## src/rtl/bram_uart_dumper.sv

```systemverilog
// Reads a run of words from a synchronous BRAM and sends each one out as an 8N1 UART frame.
// The address wraps modulo the RAM depth, and the dump length is clamped to the RAM depth.
module bram_uart_dumper #(
    parameter int unsigned p_BAUDRATE  = 10_000,
    parameter int unsigned p_CLK_FREQ  = 1_000_000,
    parameter int unsigned p_RAM_DEPTH = 4,
    localparam int unsigned AW = (p_RAM_DEPTH > 1) ? $clog2(p_RAM_DEPTH) : 1
) (
    input  logic          i_clk,
    input  logic          i_rstn,
    input  logic          i_start,
    input  logic [AW-1:0] iN_addr,
    input  logic [AW:0]   iN_len,
    output logic [AW-1:0] oN_bram_addr,
    input  logic [7:0]    i8_bram_data,
    output logic          o_uart_tx,
    output logic          o_busy,
    output logic          o_done
);

    localparam int unsigned CPB = p_CLK_FREQ / p_BAUDRATE;
    localparam int unsigned CW  = (CPB > 1) ? $clog2(CPB) : 1;

    localparam logic [CW-1:0] CPB_LAST  = CW'(CPB - 1);
    localparam logic [AW:0]   DEPTH_LEN = (AW + 1)'(p_RAM_DEPTH);
    localparam logic [AW-1:0] ADDR_LAST = AW'(p_RAM_DEPTH - 1);

    typedef enum logic [2:0] {
        StIdle,
        StAddr,
        StLatch,
        StStart,
        StData,
        StStop,
        StNext
    } state_e;

    state_e        state_q, state_d;
    logic [AW-1:0] addr_q, addr_d;
    logic [AW:0]   len_q, len_d;
    logic [CW-1:0] cnt_q, cnt_d;
    logic [2:0]    bit_q, bit_d;
    logic [7:0]    shreg_q, shreg_d;
    logic          done_q, done_d;

    logic [AW:0]   len_clamp;
    logic [AW-1:0] addr_start;
    logic          baud_tick;

    assign len_clamp  = (iN_len > DEPTH_LEN) ? DEPTH_LEN : iN_len;
    // An out-of-range start address (non power-of-two depth) is folded back to 0.
    assign addr_start = (iN_addr > ADDR_LAST) ? '0 : iN_addr;
    assign baud_tick  = (cnt_q == CPB_LAST);

    always_ff @(posedge i_clk or negedge i_rstn) begin
        if (!i_rstn) begin
            state_q <= StIdle;
            addr_q  <= '0;
            len_q   <= '0;
            cnt_q   <= '0;
            bit_q   <= '0;
            shreg_q <= '0;
            done_q  <= 1'b0;
        end else begin
            state_q <= state_d;
            addr_q  <= addr_d;
            len_q   <= len_d;
            cnt_q   <= cnt_d;
            bit_q   <= bit_d;
            shreg_q <= shreg_d;
            done_q  <= done_d;
        end
    end

    always_comb begin
        state_d = state_q;
        addr_d  = addr_q;
        len_d   = len_q;
        cnt_d   = cnt_q;
        bit_d   = bit_q;
        shreg_d = shreg_q;
        done_d  = 1'b0;

        unique case (state_q)
            StIdle: begin
                if (i_start) begin
                    addr_d  = addr_start;
                    len_d   = len_clamp;
                    cnt_d   = '0;
                    bit_d   = '0;
                    state_d = (len_clamp == '0) ? StNext : StAddr;
                end
            end
            StAddr: begin
                state_d = StLatch;
            end
            StLatch: begin
                // BRAM output now reflects the address presented during StAddr.
                shreg_d = i8_bram_data;
                cnt_d   = '0;
                state_d = StStart;
            end
            StStart: begin
                if (baud_tick) begin
                    cnt_d   = '0;
                    bit_d   = '0;
                    state_d = StData;
                end else begin
                    cnt_d = cnt_q + 1'b1;
                end
            end
            StData: begin
                if (baud_tick) begin
                    cnt_d   = '0;
                    shreg_d = {1'b0, shreg_q[7:1]};
                    if (bit_q == 3'd7) begin
                        state_d = StStop;
                    end else begin
                        bit_d = bit_q + 1'b1;
                    end
                end else begin
                    cnt_d = cnt_q + 1'b1;
                end
            end
            StStop: begin
                if (baud_tick) begin
                    cnt_d   = '0;
                    len_d   = len_q - 1'b1;
                    state_d = StNext;
                end else begin
                    cnt_d = cnt_q + 1'b1;
                end
            end
            StNext: begin
                if (len_q == '0) begin
                    done_d  = 1'b1;
                    state_d = StIdle;
                end else begin
                    addr_d  = (addr_q == ADDR_LAST) ? '0 : addr_q + 1'b1;
                    state_d = StAddr;
                end
            end
            default: begin
                state_d = StIdle;
            end
        endcase
    end

    // The done pulse is registered so it lands on the first idle cycle, the same cycle busy drops.
    assign o_done       = done_q;
    assign o_busy       = (state_q != StIdle);
    assign oN_bram_addr = addr_q;
    assign o_uart_tx    = (state_q == StStart) ? 1'b0 :
                          (state_q == StData)  ? shreg_q[0] : 1'b1;

endmodule
```

## config.mk

```make
export PLATFORM = sky130hd
export DESIGN_NAME = bram_uart_dumper
export DESIGN_NICKNAME = d
export VERILOG_FILES = /design/src/rtl/bram_uart_dumper.sv
export SDC_FILE = /design/constraint.sdc
export NUM_CORES = 1
export LEC_CHECK = 0
export BUFFER_PORTS_ARGS = -buffer_cell sky130_fd_sc_hd__buf_2
export CAP_MARGIN = 20
export CELL_PAD_IN_SITES_DETAIL_PLACEMENT = 0
export CELL_PAD_IN_SITES_GLOBAL_PLACEMENT = 1
export CORE_MARGIN = 4
export CORE_UTILIZATION = 44
export CTS_CLUSTER_DIAMETER = 50
export DETAILED_ROUTE_END_ITERATION = 10
export PLACE_DENSITY_LB_ADDON = 0.1
export REMOVE_ABC_BUFFERS = 1
export SYNTH_ARGS = -nofsm -noshare
export SYNTH_HDL_FRONTEND = slang
export SYNTH_SLANG_ARGS = --single-unit
export TNS_END_PERCENT = 1
```

## constraint.sdc

```tcl
create_clock -name i_clk -period 2.19 [get_ports i_clk]
set_input_delay 0.219 -clock i_clk [delete_from_list [all_inputs] [get_ports i_clk]]
set_output_delay 0.219 -clock i_clk [all_outputs]
set_load 0.01 [all_outputs]
```

==> impl_metrics.env, run 1 <==
export IMPL_drc_errors=0
export IMPL_cp_slowest_stage_delay_ns=0.52
export IMPL_crit_path_cell_trace="ha_1 -> ha_1 -> or4_4 -> a211o_1 -> a32o_1"
export IMPL_gp_congestion=0.755
export IMPL_worst_slew_margin_rel_pct=59.2
export IMPL_tritoncts="yes"
export IMPL_layout_drive_gt1_share_pct=28.8
export IMPL_drt_pass1_iterations=4
export IMPL_critPathMaxFanout=3
export IMPL_critPathLaunchType="flop"
export IMPL_finalHoldViolCount=0
export IMPL_track_usage_pct=16.8
export IMPL_io_pins=21
export IMPL_finalCriticalPeriod_ns=2.01
export IMPL_antenna_left=0
export IMPL_p_leak_nw=0.776
export IMPL_cts_sinks=27
export IMPL_start_util_pct=46.8
export IMPL_grt_pass1_vias=1277
export IMPL_grt_start_max_net_pins=28
export IMPL_synth_ff_type="dfrtp_1"
export IMPL_yosys_warnings=0
export IMPL_die_w_um=68.5
export IMPL_setup_tns_final_ns=0
export IMPL_fin_hold_ws_ns=0.160
export IMPL_fin_nets=207
export IMPL_grt_pass1_wl_um=6010
export IMPL_cts_root_buf="clkbuf_8"
export IMPL_fin_skew_ns=0.00711
export IMPL_netlist_cell_type_count=48
export IMPL_synth_edf_count=0
export IMPL_hp_class="input pin to flop"
export IMPL_cap_violations=0
export IMPL_synth_area_um2=1610
export IMPL_diodes=0
export IMPL_syn_inst=159
export IMPL_rsz0062_at_grt="no"
export IMPL_dp_hpwl_um=2460
export IMPL_peakVddDrop_mv=0.620
export IMPL_fmax_mhz=499
export IMPL_met2_usage_pct=28.8
export IMPL_pwr_density_cell_nw_per_um2=870
export IMPL_synth_seq_cells=27
export IMPL_yosysSeqAreaShare_pct=41.9
export IMPL_clk_latency_ns=0.28
export IMPL_h_tree_depth=1
export IMPL_antenna_found_initial=0
export IMPL_min_period_over_period_pct=91.6
export IMPL_port_buffers=20
export IMPL_crit_path_end_kind="flop"
export IMPL_required_ns=2.36
export IMPL_crit_type="flop to flop"
export IMPL_grt_busiest_layer="met2"
export IMPL_drt_iter0_drc=141
export IMPL_grt_use_met1_pct=21.4
export IMPL_cp_slowest_cell="or4_4"
export IMPL_grt_overflow_total=0
export IMPL_viasPerCell=5.62
export IMPL_die_h_um=68.5
export IMPL_rows=21
export IMPL_status="completed"
export IMPL_cp_common_cell="ha_1"
export IMPL_wl_um=3310
export IMPL_tightest_slew_ns=0.611
export IMPL_cts_buffers=3
export IMPL_coreArea_um2=3440
export IMPL_synthArstFlopShare_pct=100
export IMPL_postSynthAreaPerCell_um2=10.1
export IMPL_slew_violations=0
export IMPL_syn2layout_area_growth_pct=14.4
export IMPL_post_drt_wl_per_cell_um=14.4
export IMPL_clk_pin_slew_ns=0.10
export IMPL_dieArea_um2=4690
export IMPL_vias=1293
export IMPL_setup_violations=0
export IMPL_critPathArrivalTime_ns=2.17
export IMPL_met3_usage_pct=3.73
export IMPL_cts_path_max_buffers=2
==> final timing paths <==
path	startpoint	to	slack, ns	cells past startpoint
worst min-delay path	iN_addr[0]	oN_bram_addr[0]	0.16	3
max in group asynchronous	i_rstn	shreg_q[6]	1.30	2
worst max-delay path	bit_q[0]	bit_q[2]	0.18	5
min in group asynchronous	i_rstn	oN_bram_addr[0]	0.47	2
worst min register to register	shreg_q[6]	shreg_q[6]	0.51	1
worst max register to register	bit_q[0]	bit_q[2]	0.18	5
==> flip-flops by register name (all words and copies together), names as in the netlist <==
signal / count
o_done: 1
cnt_q: 7
len_q: 3
shreg_q: 8
bit_q: 3
state_q: 3
oN_bram_addr: 2
==> layer usage <==
| metal | routed length [um] | vias to the layer above |
|---|---|---|
| met3 | 141 | 2 |
| met4 | 25 | 0 |
| met2 | 1660 | 20 |
| met1 | 1490 | 623 |
| li1 | - | 648 |
| met5 | 0 | - |
==> worst max-delay path: cells and delay by family (launching register included) <==
kind / cells / cell delay, ns
compound gates: 2 / 0.55
fa+ha+maj: 2 / 0.42
flops: 1 / 0.41
simple gates: 1 / 0.52
==> logic make-up after synthesis <==
logic type | count (synthesis) | share of synthesized area [%]
AOI/OAI and AO/OA | 40 | 18.7
and+or+nand+nor | 58 | 20.5
DFF | 27 | 41.9
xor gates and xnor gates | 1 | 0.544
muxes | 16 | 11.1
adders and majority gates | 6 | 4.66
buffers and inverters | 11 | 2.56
==> synthesized netlist by cell type (all sizes together) (2+ instances only) <==
library cell / number / share of area, %
dfrtp: 27 / 42
nand2: 17 / 4.0
mux2: 15 / 10
nor2: 9 / 2.1
o21ai: 8 / 2.5
a21oi: 6 / 2.6
ha: 6 / 4.7
inv: 6 / 1.4
nand3: 6 / 1.9
nand2b: 5 / 1.9
clkbuf: 4 / 0.93
nand3b: 4 / 1.9
nor3: 3 / 0.93
a22o: 2 / 1.1
a22oi: 2 / 0.93
a311oi: 2 / 1.1
a31oi: 2 / 0.78
a32o: 2 / 1.2
nor2b: 2 / 0.78
o211ai: 2 / 0.93
o311ai: 2 / 1.1
or2: 2 / 0.78
or3: 2 / 0.78
or4: 2 / 1.2
==> area by class of cell <==
type	instances	area [um2]
timing repair buffer	26	148
clock inverter	1	5.00
sequential	27	676
multi-input combinational	121	895
clock buffer	3	41.3
fill	328	1600
tap	46	57.6
inverter	6	22.5
==> stage by stage <==
step	utilization [%]	std cells	power [mW]	worst slack [ns]	area, um2
6_report	53.6	230	1.60	0.184	1840
5_1_grt	53.6	230	1.76	0.0712	1840
4_1_cts	53.6	230	1.63	0.187	1840
3_5_place_dp	51.9	225	1.33	0.199	1790
3_3_place_gp	51.9	225	1.30	0.207	1790
2_1_floorplan	-	154	1.18	0.276	1590
==> power breakdown <==
group	switching, mW	total [mW]	internal [mW]
combinational	0.207	0.474	0.267
clock	0.162	0.290	0.128
sequential	0.161	0.841	0.680
total	0.530	1.60	1.07
==> placed cells by master, fill, tap and decap left out, types with 2 or more instances in the layout <==
cell	instances
o211ai_1	2
nor2b_1	2
nand2_1	17
nor3_1	3
a31oi_1	2
mux2_2	15
ha_1	6
nand2b_1	5
a22oi_1	2
dfrtp_1	27
clkbuf_8	3
or3_1	2
buf_4	5
buf_2	20
or2_2	2
a311oi_1	2
a21oi_1	5
o21ai_0	7
a32o_1	2
nand3b_1	4
nor2_1	9
nand3_1	6
o311ai_0	2
inv_1	6
a22o_1	2
==> repair_timing <==
item,in CTS,in global routing
hold endpoints to repair,27,0
setup endpoints to repair,0,0
hold buffers,1,0
gates resized for setup,0,0
setup buffers,0,0
Note: power is estimated with default switching activity, not from simulation.
==> run 2: changes to the inputs <==
--- a/config.mk
+++ b/config.mk
@@ -10,7 +10,7 @@
 export CELL_PAD_IN_SITES_DETAIL_PLACEMENT = 0
 export CELL_PAD_IN_SITES_GLOBAL_PLACEMENT = 1
 export CORE_MARGIN = 4
-export CORE_UTILIZATION = 44
+export CORE_UTILIZATION = 40
 export CTS_CLUSTER_DIAMETER = 50
 export DETAILED_ROUTE_END_ITERATION = 10
 export PLACE_DENSITY_LB_ADDON = 0.1
==> constraint.sdc (replaced) <==
create_clock -name i_clk -period 1.73 [get_ports i_clk]
set_input_delay 0.173 -clock i_clk [delete_from_list [all_inputs] [get_ports i_clk]]
set_output_delay 0.173 -clock i_clk [all_outputs]
set_load 0.01 [all_outputs]
==> run 2 against run 1 <==
The flow now finishes with violations (negative setup slack). Fmax rose by 4.3%. Critical path depth did not move. Clock skew fell by 0.0022 ns. Setup slack got worse by 0.38 ns. Register-to-register slack got worse by 0.38 ns. First-iteration DRC count fell by 34%. Sequential share of layout area fell by 4.1 points. Cell area rose by 13%. Clock-buffer cell count did not move. Critical endpoint is now bit_q[1]. Largest power group unchanged.
==> impl_metrics.env, run 2 (same netlist as run 1, synthesis figures left out) <==
export IMPL_min_period_over_period_pct=111
export IMPL_timing_final_ws_setup_ns=-0.193
export IMPL_multi_input_area_um2=947
export IMPL_status="finished with violations"
export IMPL_fin_util_pct=55.2
export IMPL_grt_pass1_vias=1384
export IMPL_fin_nets=230
export IMPL_grt_start_max_net_pins=28
export IMPL_drc_errors=0
export IMPL_cts_path_max_buffers=2
export IMPL_track_usage_pct=15.7
export IMPL_violations="negative setup slack"
export IMPL_cts_buffers=3
export IMPL_register_area_um2=677
export IMPL_worstHoldStart="iN_addr[0]"
export IMPL_worst_slew_margin_rel_pct=59.4
export IMPL_port_buffers=20
export IMPL_finalCriticalPeriod_ns=1.92
export IMPL_crit_type="flop to flop"
export IMPL_p_leak_nw=0.905
export IMPL_rsz0062_at_grt="yes"
export IMPL_io_pins=21
export IMPL_reg_largest_list="shreg_q: 8 flops, cnt_q: 7 flops"
export IMPL_die_h_um=71.5
export IMPL_post_drt_wl_per_cell_um=14.6
export IMPL_crit_path_end_kind="flop"
export IMPL_setup_violations=10
export IMPL_tightest_slew_ns=0.609
export IMPL_cp_slowest_cell="or4_4"
export IMPL_start_util_pct=42.7
export IMPL_cts_sinks=27
export IMPL_largest_register="shreg_q"
export IMPL_fin_skew_ns=0.00492
export IMPL_tritoncts="yes"
export IMPL_cap_violations=0
export IMPL_dieArea_um2=5110
export IMPL_layout_drive_gt1_share_pct=42.0
export IMPL_syn2layout_area_growth_pct=29.3
export IMPL_cts_root_buf="clkbuf_8"
export IMPL_wl_um=3720
export IMPL_h_tree_depth=1
export IMPL_critPathArrivalTime_ns=2.10
export IMPL_grt_pass1_wl_um=6470
export IMPL_cp_slowest_stage_delay_ns=0.51
export IMPL_finalHoldViolCount=0
export IMPL_grt_overflow_total=0
export IMPL_critPathMaxFanout=3
export IMPL_antenna_found_initial=0
export IMPL_vias=1368
export IMPL_clk_pin_slew_ns=0.10
export IMPL_setup_tns_final_ns=-0.996
export IMPL_hp_class="input pin to flop"
export IMPL_die_w_um=71.5
export IMPL_viasPerCell=5.36
export IMPL_coreArea_um2=3770
export IMPL_final_cell_mix="dfrtp_1, buf_4, buf_2"
export IMPL_antenna_left=0
export IMPL_rows=22
export IMPL_peakVddDrop_mv=0.501
export IMPL_critPathLaunchType="flop"
export IMPL_drt_iter0_drc=93
export IMPL_clk_latency_ns=0.28
export IMPL_nFillCells=349
export IMPL_diodes=0
export IMPL_slew_violations=0
export IMPL_drt_pass1_iterations=4
export IMPL_largest_reg_flops=8
export IMPL_crit_path_cell_trace="ha_2 -> ha_4 -> or4_4 -> a211o_1 -> a32o_1"
export IMPL_pwr_density_cell_nw_per_um2=1080
export IMPL_dp_hpwl_um=2770
export IMPL_gp_congestion=0.778
export IMPL_startpoint="bit_q[1]"
export IMPL_worstReg2RegStart="bit_q[1]"
export IMPL_required_ns=1.90
export IMPL_fmax_mhz=520
[run 2: critical path: cells and delay by family, from the launching register on]
kind / cells / cell delay [ns]
adder cells (fa/ha/maj): 2 / 0.37
AND/OR/NAND/NOR: 1 / 0.51
AO/OA/AOI/OAI: 2 / 0.54
flip-flops: 1 / 0.40
[run 2: cell type report]
cell class / instances / share of cell area, %
inverters: 6 / 1.08
multi-input cells: 121 / 45.5
well taps: 48 / 2.88
flip-flops and latches: 27 / 32.5
repair buffers: 49 / 15.7
clock buffers: 3 / 1.98
clock inverters: 1 / 0.360
[run 2: power breakdown]
| group | switching (mW) | leakage, nW | internal [mW] |
|---|---|---|---|
| clock | 0.208 | 0.0217 | 0.164 |
| combinational | 0.376 | 0.553 | 0.496 |
| sequential | 0.149 | 0.330 | 0.861 |
| total | 0.733 | 0.905 | 1.52 |
[run 2: metrics by stage]
stage          hold WS (ns)  std cells  power (mW)  cell area [um2]  setup WS, ns
2_1_floorplan        -0.123        154        1.50             1590        -0.184
3_3_place_gp          0.216        248        1.82             1950        -0.171
3_5_place_dp          0.222        248        1.85             1950        -0.265
4_1_cts               0.106        254        2.24             2040        -0.231
5_1_grt               0.100        255        2.47             2080        -0.243
6_report              0.116        255        2.25             2080        -0.193
[run 2: layer usage]
metal,global-route usage (%),vias up,part of all wire [%]
met5,0,-,0
met4,5.01,0,1.2
met3,2.66,4,3.1
met2,26.4,20,51
met1,20.5,656,45
li1,-,688,-
[run 2: repair_timing]
| action | 4_1_cts | 5_1_grt |
|---|---|---|
| hold buffers | 1 | 0 |
| setup buffers | 1 | 1 |
| pin swaps | 7 | 1 |
| endpoints found under the setup margin | 12 | 14 |
| hold endpoints to repair | 27 | 0 |
| resized for setup | 7 | 9 |
[run 2: path summary, 6_finish.rpt]
kind                              endpoint  slack [ns]  depth (start not counted)
min in group asynchronous       state_q[1]        0.43                          2
hold reg to reg                 shreg_q[1]        0.52                          1
setup reg to reg                  bit_q[1]       -0.19                          5
setup / recovery                  bit_q[1]       -0.19                          5
hold / removal             oN_bram_addr[0]        0.12                          3
max in group asynchronous       state_q[0]        0.87                          2
==> run 3: changes to the inputs <==
--- a/config.mk
+++ b/config.mk
@@ -13,7 +13,7 @@
 export CORE_UTILIZATION = 40
 export CTS_CLUSTER_DIAMETER = 50
 export DETAILED_ROUTE_END_ITERATION = 10
-export PLACE_DENSITY_LB_ADDON = 0.1
+export PLACE_DENSITY = 0.76
 export REMOVE_ABC_BUFFERS = 1
 export SYNTH_ARGS = -nofsm -noshare
 export SYNTH_HDL_FRONTEND = slang
==> run 3 against run 2 <==
Power fell by 1.5%. Core utilization shrank 1.4 points. Clock power is 2% higher. Register-to-register slack is essentially flat. Final cell count shrank 0.78%. Highest routed layer unchanged. The run still ends with negative setup slack left. Critical path type unchanged. Critical endpoint is now bit_q[2].
==> impl_metrics.env, run 3 (same netlist as run 1, synthesis figures left out) <==
export IMPL_clk_pin_slew_ns=0.10
export IMPL_grt_overflow_total=0
export IMPL_final_common_cell="dfrtp_1"
export IMPL_cts_path_max_buffers=2
export IMPL_grt_pass1_vias=1348
export IMPL_coreArea_um2=3770
export IMPL_tritoncts="yes"
export IMPL_finalHoldViolCount=0
export IMPL_antenna_found_initial=0
export IMPL_crit_path_end_kind="flop"
export IMPL_fin_nets=228
export IMPL_critPathLaunchType="flop"
export IMPL_drt_pass1_iterations=4
export IMPL_gp_congestion=0.800
export IMPL_timing_final_ws_setup_ns=-0.183
export IMPL_antenna_left=0
export IMPL_wl_um=3620
export IMPL_track_usage_pct=14.8
export IMPL_grt_start_max_net_pins=28
export IMPL_diodes=0
export IMPL_worst_slew_margin_rel_pct=58.6
export IMPL_rows=22
export IMPL_die_h_um=71.5
export IMPL_cts_buffers=3
export IMPL_drt_iter0_drc=79
export IMPL_viasPerCell=5.47
export IMPL_pwr_density_cell_nw_per_um2=1090
export IMPL_violations="negative setup slack"
export IMPL_cap_violations=0
export IMPL_layout_drive_gt1_share_pct=38.5
export IMPL_cp_slowest_cell="or4_4"
export IMPL_drc_errors=0
export IMPL_dieArea_um2=5110
export IMPL_place_area_um2=1940
export IMPL_port_buffers=20
export IMPL_io_pins=21
export IMPL_largest_register="shreg_q"
export IMPL_crit_buf_inv=0
export IMPL_critPathMaxFanout=3
export IMPL_min_period_over_period_pct=111
export IMPL_syn2layout_area_growth_pct=26.1
export IMPL_fin_hold_ws_ns=0.128
export IMPL_grt_pass1_wl_um=5990
export IMPL_tightest_slew_ns=0.621
export IMPL_required_ns=1.91
export IMPL_p_leak_nw=0.872
export IMPL_hp_class="input pin to flop"
export IMPL_setup_violations=11
export IMPL_cp_top_family="compound AO/OA/AOI/OAI gates"
export IMPL_cts_root_buf="clkbuf_8"
export IMPL_vias=1383
export IMPL_h_tree_depth=1
export IMPL_start_util_pct=42.7
export IMPL_rsz0062_at_grt="yes"
export IMPL_slew_violations=0
export IMPL_post_drt_wl_per_cell_um=14.3
export IMPL_critPathArrivalTime_ns=2.09
export IMPL_status="finished with violations"
export IMPL_clk_latency_ns=0.28
export IMPL_fmax_mhz=523
export IMPL_design_area_um2=2030
export IMPL_reg_largest_list="shreg_q: 8 flops, cnt_q: 7 flops"
export IMPL_dp_hpwl_um=2790
export IMPL_final_cell_mix="dfrtp_1, buf_4, buf_2"
export IMPL_crit_path_cell_trace="ha_2 -> ha_4 -> or4_4 -> a211o_1 -> a32o_1"
export IMPL_peakVddDrop_mv=0.575
export IMPL_cts_sinks=27
export IMPL_finalCriticalPeriod_ns=1.91
export IMPL_cp_slowest_stage_delay_ns=0.51
export IMPL_crit_type="flop to flop"
export IMPL_largest_reg_flops=8
export IMPL_fin_skew_ns=0.00723
export IMPL_die_w_um=71.5
-- run 3: final timing paths --
path                                 start         end  slack, ns  cells after the start
worst max register to register    bit_q[1]    bit_q[2]      -0.18                      5
worst min register to register  shreg_q[2]  shreg_q[2]       0.52                      1
max in group asynchronous           i_rstn  state_q[2]       0.89                      2
worst min-delay path             iN_len[2]    len_q[2]       0.13                      3
worst max-delay path              bit_q[1]    bit_q[2]      -0.18                      5
min in group asynchronous           i_rstn  shreg_q[7]       0.43                      2
-- run 3: layout make-up --
type	count	area (um2)
Sequential cell	27	676
Timing Repair Buffer	47	305
Fill cell	335	1740
Tap cell	48	60.1
Multi-Input combinational cell	121	920
Clock inverter	1	7.51
Inverter	6	22.5
Clock buffer	3	41.3
-- run 3: worst min-delay path, delay by kind of cell --
| family | cells | cell delay, ns |
|---|---|---|
| buffers and inverters | 1 | 0.10 |
| AND/OR/NAND/NOR | 2 | 0.10 |
-- run 3: repair_timing --
action                     CTS  global route
gates resized for setup      5             1
hold buffers                 1             0
hold endpoints to repair    27             0
buffers inserted             0             1
pin swaps                    6             1
gates cloned                 0             0
setup endpoints to repair   12            13
-- run 3: report_power, final --
| part | internal, mW | switching (mW) | total (mW) |
|---|---|---|---|
| registers | 0.860 | 0.141 | 1.00 |
| clock network | 0.164 | 0.214 | 0.378 |
| logic | 0.473 | 0.369 | 0.842 |
| total | 1.50 | 0.724 | 2.22 |
-- run 3: per-stage QoR --
| step | setup TNS, ns | setup WS [ns] | total power [mW] | instances | utilization, % |
|---|---|---|---|---|---|
| floorplan | -1.18 | -0.184 | 1.50 | 154 | - |
| global placement | -0.961 | -0.172 | 1.82 | 247 | 51.5 |
| detailed placement | -1.48 | -0.246 | 1.87 | 247 | 51.5 |
| CTS | -1.33 | -0.219 | 2.25 | 252 | 53.6 |
| global route | -1.86 | -0.228 | 2.41 | 253 | 53.9 |
| finish | -1.02 | -0.183 | 2.22 | 253 | 53.9 |
-- run 3: per-layer routing --
layer  global-route usage, %  share of wire, %
met5                       0                 0
met4                    5.01               1.4
met3                    2.81               3.0
met2                    27.0                50
met1                    17.1                45
